<file path="config.mk">
export PLATFORM = sky130hd
export DESIGN_NAME = alu_writeback
export DESIGN_NICKNAME = d
export VERILOG_FILES = /design/src/rtl/alu_pkg.sv /design/src/rtl/wb_fifo2.sv /design/src/rtl/alu_writeback.sv
export SDC_FILE = /design/constraint.sdc
export NUM_CORES = 1
export LEC_CHECK = 0
export ABC_AREA = 1
export BUFFER_PORTS_ARGS = -buffer_cell sky130_fd_sc_hd__buf_2
export CORE_UTILIZATION = 50
export DETAILED_ROUTE_END_ITERATION = 16
export PLACE_DENSITY = 0.75
export REMOVE_ABC_BUFFERS = 1
export SETUP_SLACK_MARGIN = 0.3
export SLEW_MARGIN = 10
export SYNTH_ARGS = -nofsm -noshare
export SYNTH_HDL_FRONTEND = slang
export SYNTH_SLANG_ARGS = --single-unit
</file>
<file path="constraint.sdc">
create_clock -name clk -period 4.6 [get_ports clk]
set_clock_uncertainty 0.05 [all_clocks]
set_input_delay 0.92 -clock clk [delete_from_list [all_inputs] [get_ports clk]]
set_output_delay 0.92 -clock clk [all_outputs]
set_load 0.005 [all_outputs]
</file>
<file path="src/rtl/alu_pkg.sv">
// Shared ALU definitions: CVNZ flag positions, update masks,
// and branch condition encodings used by the ALU ops and writeback.
package alu_pkg;

   localparam int C_BIT = 3;
   localparam int V_BIT = 2;
   localparam int N_BIT = 1;
   localparam int Z_BIT = 0;

   localparam logic [3:0] C_MASK = 4'b1000;
   localparam logic [3:0] V_MASK = 4'b0100;
   localparam logic [3:0] N_MASK = 4'b0010;
   localparam logic [3:0] Z_MASK = 4'b0001;

   typedef enum logic [2:0] {
      COND_AL = 3'd0,
      COND_EQ = 3'd1,
      COND_NE = 3'd2,
      COND_MI = 3'd3,
      COND_PL = 3'd4,
      COND_CS = 3'd5,
      COND_VS = 3'd6,
      COND_GE = 3'd7
   } cond_e;

endpackage

</file>
<file path="src/rtl/wb_fifo2.sv">
// Two-entry FIFO with 1-bit wrapping pointers.
// Push while full and pop while empty are ignored.
module wb_fifo2 #(
   parameter int W = 12
) (
   input  logic         clk,
   input  logic         rst,
   input  logic         push,
   input  logic         pop,
   input  logic [W-1:0] din,
   output logic [W-1:0] head,
   output logic [1:0]   count
);

   logic [W-1:0] mem_q [2];
   logic [W-1:0] mem_d [2];
   logic         wptr_q, wptr_d;
   logic         rptr_q, rptr_d;
   logic [1:0]   count_q, count_d;
   logic         do_push, do_pop;

   assign do_push = push && (count_q != 2'd2);
   assign do_pop  = pop && (count_q != 2'd0);
   assign head    = mem_q[rptr_q];
   assign count   = count_q;

   // Next pointers, occupancy and storage write.
   always_comb begin
      mem_d[0] = mem_q[0];
      mem_d[1] = mem_q[1];
      wptr_d   = wptr_q;
      rptr_d   = rptr_q;
      count_d  = count_q;
      if (do_push) begin
         mem_d[wptr_q] = din;
         wptr_d        = ~wptr_q;
      end
      if (do_pop) begin
         rptr_d = ~rptr_q;
      end
      count_d = count_q + {1'b0, do_push} - {1'b0, do_pop};
   end

   // State register; reset empties the FIFO.
   always_ff @(posedge clk) begin
      if (rst) begin
         mem_q[0] <= '0;
         mem_q[1] <= '0;
         wptr_q   <= 1'b0;
         rptr_q   <= 1'b0;
         count_q  <= 2'd0;
      end else begin
         mem_q[0] <= mem_d[0];
         mem_q[1] <= mem_d[1];
         wptr_q   <= wptr_d;
         rptr_q   <= rptr_d;
         count_q  <= count_d;
      end
   end

endmodule

</file>
<file path="src/rtl/alu_writeback.sv">
// ALU writeback: buffers results, commits one per cycle into
// acc/ccr with masked flag merge, and evaluates branch conditions.
module alu_writeback
   import alu_pkg::*;
#(
   parameter int OP_SIZE = 4,
   parameter int DEPTH   = 2
) (
   input  logic               clk,
   input  logic               rst,
   input  logic               in_valid,
   output logic               in_ready,
   input  logic [OP_SIZE-1:0] in_r,
   input  logic [3:0]         in_flags,
   input  logic [3:0]         in_mask,
   input  logic               out_ready,
   output logic               out_valid,
   output logic [OP_SIZE-1:0] acc,
   output logic [3:0]         ccr,
   input  logic               ccr_clr,
   input  logic [2:0]         cond_sel,
   output logic               cond_true,
   output logic [1:0]         count
);

   localparam int         W        = OP_SIZE + 8;
   localparam logic [1:0] FULL_LVL = 2'(DEPTH);

   logic [W-1:0]       head;
   logic [OP_SIZE-1:0] hd_r;
   logic [3:0]         hd_flags;
   logic [3:0]         hd_mask;
   logic               push, commit;

   logic [OP_SIZE-1:0] acc_q, acc_d;
   logic [3:0]         ccr_q, ccr_d;
   logic               ov_q, ov_d;
   logic [3:0]         ccr_base;

   assign in_ready = !rst && (count != FULL_LVL);
   assign push     = in_valid && in_ready;
   assign commit   = !rst && (count != 2'd0) && out_ready;

   assign hd_r     = head[W-1 -: OP_SIZE];
   assign hd_flags = head[7:4];
   assign hd_mask  = head[3:0];

   wb_fifo2 #(.W(W)) u_fifo (
      .clk   (clk),
      .rst   (rst),
      .push  (push),
      .pop   (commit),
      .din   ({in_r, in_flags, in_mask}),
      .head  (head),
      .count (count)
   );

   // Commit path: clear-then-merge of the flags the op updates.
   always_comb begin
      ccr_base = ccr_clr ? 4'b0000 : ccr_q;
      acc_d    = acc_q;
      ccr_d    = ccr_base;
      ov_d     = 1'b0;
      if (commit) begin
         acc_d = hd_r;
         ccr_d = (ccr_base & ~hd_mask) | (hd_flags & hd_mask);
         ov_d  = 1'b1;
      end
   end

   // Architectural state registers.
   always_ff @(posedge clk) begin
      if (rst) begin
         acc_q <= '0;
         ccr_q <= 4'b0000;
         ov_q  <= 1'b0;
      end else begin
         acc_q <= acc_d;
         ccr_q <= ccr_d;
         ov_q  <= ov_d;
      end
   end

   assign acc       = acc_q;
   assign ccr       = ccr_q;
   assign out_valid = ov_q;

   // Branch condition on the committed ccr only.
   always_comb begin
      cond_true = 1'b0;
      unique case (cond_e'(cond_sel))
         COND_AL: cond_true = 1'b1;
         COND_EQ: cond_true = ccr_q[Z_BIT];
         COND_NE: cond_true = !ccr_q[Z_BIT];
         COND_MI: cond_true = ccr_q[N_BIT];
         COND_PL: cond_true = !ccr_q[N_BIT];
         COND_CS: cond_true = ccr_q[C_BIT];
         COND_VS: cond_true = ccr_q[V_BIT];
         COND_GE: cond_true = (ccr_q[N_BIT] == ccr_q[V_BIT]);
      endcase
   end

endmodule

</file>
# Word-level counts from Yosys, hierarchy flattened

Memory sizes are Yosys's and may differ from the RTL's. A register that Yosys moved wholly into a read port is not among the register bits.
Cells that the tools add are included.

Register bits after elaboration: 13
Memory bits (writable): 24
Bits of input ports: 20
Output and inout bits: 13
Word-level logic and storage cells: 56
Memories: 1

Add/subtract/negate cells: 2
Magnitude comparators: 2
Equality and inequality tests: 9
Muxes and demuxes: 15
Bitwise logic cells: 9
Reductions and logical operators: 12

Memories:

| name         | depth | width | read ports | clocked after Yosys merged registers in | wr ports | RTL line       | RTL |
|---|---|---|---|---|---|---|---|
| u_fifo.mem_q | 2     | 12    | 3          | 1                                       | 2        | wb_fifo2.sv:15 | `logic [W-1:0] mem_q [2];` |

Operators by type and width:

| cell                 | count |
|---|---|
| $mux W12             | 3 |
| $bwmux W24           | 1 |
| $mux W24             | 1 |
| $demux W12 S1        | 1 |
| $eq A3 B3 Y1 const B | 4 |
| $and A4 B4 Y4        | 2 |
| $mux W4              | 2 |
| $pmux W1 S8          | 1 |
| $logic_and A1 B1 Y1  | 7 |
| $eq A3 B2 Y1 const B | 2 |
| $mux W1              | 6 |
| $not A4 Y4           | 1 |
| $or A4 B4 Y4         | 1 |
| $eq A3 B1 Y1 const B | 1 |
| $logic_not A1 Y1     | 3 |
| $logic_not A3 Y1     | 1 |
| $add A2 B1 Y2        | 1 |
| $ge A2 B2 Y1 const B | 1 |
| $lt A2 B1 Y1 const B | 1 |
| $ne A2 B2 Y1 const B | 1 |
| $not A1 Y1           | 2 |
| $not A1 Y2           | 1 |
| $or A1 B1 Y1         | 2 |
| $reduce_bool A2 Y1   | 1 |
| other kinds (2)      | 2 |

# Longest topological paths before layout

Depth in word-level cells: 8
Gate-level depth with buffers: 8

# Cells and area by module

Synthesis repeated with hierarchy kept, for this count alone.

Cell total of the unflattened synthesis: 273
Area, all modules: 1829.3 um^2

By module, submodules not included:

| module        | instances | cells each | area each (um^2) | sequential area each (um^2) |
|---|---|---|---|---|
| wb_fifo2      | 1         | 188        | 1301.2           | 580.6 |
| alu_writeback | 1         | 85         | 528.0            | 180.2 |

# Worst setup path before layout

OpenSTA, ideal clock, no wires.

Path type: input port to output port
Start: input port cond_sel[0]
End: output port cond_true
Arrival time: 1.315 ns
Required time: 3.630 ns
Path slack: 2.315 ns
Cell stages on the path: 6
Cells stage by stage: inv_1 -> nand3_1 -> nand2_1 -> o21ai_0 -> nand2_1 -> o21ai_0

Word-level cells in the longest chain between the ends: 2
Elaborated cells on any way between the ends: 9

Ends and longest elaborated chain:

| item                                       | RTL line            | RTL |
|---|---|---|
| start, declared                            | alu_writeback.sv:21 | `input logic [2:0] cond_sel,` |
| $eq A3 B3 Y1, or another cell as far along | alu_writeback.sv:91 | `unique case (cond_e'(cond_sel))` |
| $pmux W1 S8 (*)                            | alu_writeback.sv:91 |  |
| end, declared                              | alu_writeback.sv:22 | `output logic cond_true,` |

Mark *: on every way between the ends. The rest lies on a longest branch, timed or not.

# Final worst setup path

Ends and elaborated chain as after synthesis.

==> out/summary.txt <==
status = finished clean
Async S/R FF share, synth = 0%
Slew HR = 57.15%
Final Wtd Congestion = 0.7468
Die Area = 0.003879 sq mm
total CTS buffers = 5
core box area = 0.003416 sq mm
antenna viol nets, final = 0
H-tree levels = 2
Rows = 21
Syn Inst Count = 280
Worst setup EP type = output port
static leakage = 1.109 nW
fin. max-slew vios = 0
worst setup path start = cond_sel[0]
Max Clock Freq = 0.3884 GHz
DR vias = 1612
CTS Root Cell = clkbuf_4
CP Launch Type = primary input
Reg power frac = 53.0%
worst hold start = acc[1]
number of global-route vias before repair = 1442
ys flop type = dfxtp_1
Sw Share = 29.08%
I/O pin cnt = 33
initial antenna violation count = 0
final worst setup slack = 2.026 ns
setup bufs post-CTS = 0
DP HPWL = 2217 um
post-layout util = 59.56%
hold buffer count at cts = 0
Internal Pwr Total = 0.5064 mW
pre-CTS worst setup slack = 2.039 ns
WL final = 3346 um
GR Overflow Total = 0
clock share of power = 30.0%
drt wl/cell = 9.425 um
Syn-to-layout area delta = 11.98%
total track usage = 19.12%
Tmin final = 2.574 ns
worst reg2reg path startpoint = u_fifo.count[1]
CP required = 3.63 ns
Seq/Total Area, Yosys = 41.87%
Power Density = 351.0 mW/mm^2
Worst Tran Pin Value = 0.6419 ns
Worst Hold Class = reg -> reg
Post-synth EDFFs = 0
DRT iter0 DRCs = 85
Initial Util = 53.19%
layout cells sized above 1 = 14.89%
syn_area_per_cell = 6.488 sq um
# diodes = 0
post-DR vias/cell = 4.541
worst path arrival time = 1.60 ns
final setup vio count = 0
post-layout instance count excluding filler cells = 355
Comb power frac = 17.0%
Chip Width = 62.28 um
largest net degree at the start of global routing = 39
global-route wire length before repair = 5940 um
NetSw = 0.2077 mW
maximum clock path buffer count = 2
yosys warns = 0
IO buf count = 32
post-synthesis register bit count = 38
synthesized cell area = 0.001817 sq mm
Sink Count = 38
nets = 330
# Max-Cap Violations = 0
Max FO, Critical Path = 4
setup tns final = 0 ns
Skew-Pair Late Insertion Delay = 0.35 ns
TritonCTS clock tree = built
Worst VDD drop = 0.2318 mV
final hold violations = 0
CTS resizes = 0
Netlist cell types = 22
Cells after DPL = 347
fill cell count = 363
clock-pin slew on the worst setup and hold paths = 0.11 ns
First-pass DRT Iterations = 4
Final Cycle Share = 55.97%
Die Y = 62.28 um
unrepaired setup endpoints after global routing = no
kind of critical path = in -> out
DRC violations left = 0
-- flip-flops by register name, summed over array words and instances (netlist names), named ones only --
signal         cells
u_fifo.mem_q      24
acc                4
ccr                4
u_fifo.count       2
out_valid          1
u_fifo.rptr_q      1
u_fifo.wptr_q      1
-- synthesized netlist by cell type, drive strengths merged, types with 2 or more instances --
cell | count | area share, %
nand2 | 90 | 19
nor2 | 68 | 14
inv | 39 | 8.3
dfxtp | 38 | 42
o21ai | 15 | 4.1
buf | 10 | 4.1
a21oi | 7 | 1.9
nand3 | 5 | 1.4
ha | 2 | 1.4
nand4 | 2 | 2.3
-- routing by layer --
layer | up-vias | global-route usage, % | wire length, um
met3 | 5 | 6.066 | 133
met4 | 0 | 6.977 | 48
met1 | 702 | 22.51 | 1604
met5 | - | 0 | 0
li1 | 890 | - | -
met2 | 15 | 32.42 | 1561
-- layout make-up --
cell class              count  area, sq um  share of cell area (%)
clock buffers               8        78.83                   3.875
inverters                  39        151.4                   7.442
multi-input cells         192        825.8                   40.59
flip-flops and latches     38        760.7                   37.39
well taps                  46        57.56                   2.829
repair buffers             32        160.2                   7.872
-- cell families (layout without fill, tap and decap cells) --
kind of cell / after synthesis / after routing / share of synthesized area (%)
compound gates: 23 / 23 / 6.474
buf+inv: 50 / 79 / 12.67
fa+ha+maj: 2 / 2 / 1.377
xor+xnor: 2 / 2 / 0.9644
flops: 38 / 38 / 41.87
simple gates: 165 / 165 / 36.64
-- per-stage QoR --
stage | hold WS (ns) | instance area, sq um | power, mW
after global routing | 0.4681 | 2034 | 0.7591
final | 0.4242 | 2034 | 0.7140
after floorplan | 0.4057 | 1738 | 0.4646
after CTS | 0.4256 | 2034 | 0.7231
after detailed placement | 0.4098 | 1956 | 0.5087
after global placement | 0.4019 | 1956 | 0.5058
-- worst max-delay path, cell delays in order --
cell and delay [ns]:
buf_2 0.11, inv_1 0.10, nand3_1 0.09, nand2_1 0.06
o21ai_0 0.08, nand2_1 0.06, o21ai_0 0.06, buf_2 0.12
-- final timing paths --
check / to / slack, ns / cells past startpoint
max: cond_true / 2.03 / 8
min: acc[1] / 0.42 / 2
max reg2reg: u_fifo.count[1] / 2.71 / 8
min reg2reg: acc[1] / 0.42 / 2
-- power groups by stage --
stage / sequential (mW) / combinational, mW / clock [mW]
final: 0.378 / 0.122 / 0.214
after global routing: 0.383 / 0.143 / 0.232
after CTS: 0.379 / 0.123 / 0.221
after floorplan: 0.382 / 0.0827 / 0
after detailed placement: 0.387 / 0.122 / 0
after global placement: 0.386 / 0.120 / 0
-- layout by cell type (no fill, tap or decap) --
master | Yosys | layout
dfxtp_1 | 38 | 38
clkbuf_8 | 0 | 3
clkbuf_4 | 0 | 5
inv_2 | 1 | 1
inv_6 | 1 | 1
nor2_2 | 1 | 1
nand2_1 | 89 | 89
ha_1 | 2 | 2
nand3_1 | 5 | 5
inv_1 | 37 | 37
nand4_4 | 2 | 2
o21ai_1 | 1 | 1
buf_2 | 6 | 32
nand2_2 | 1 | 1
a21oi_1 | 7 | 7
nor2_1 | 67 | 67
o21ai_0 | 14 | 14
o31ai_1 | 1 | 1
xor2_1 | 1 | 1
xnor2_1 | 1 | 1
Note: power is estimated with default switching activity, not from simulation.
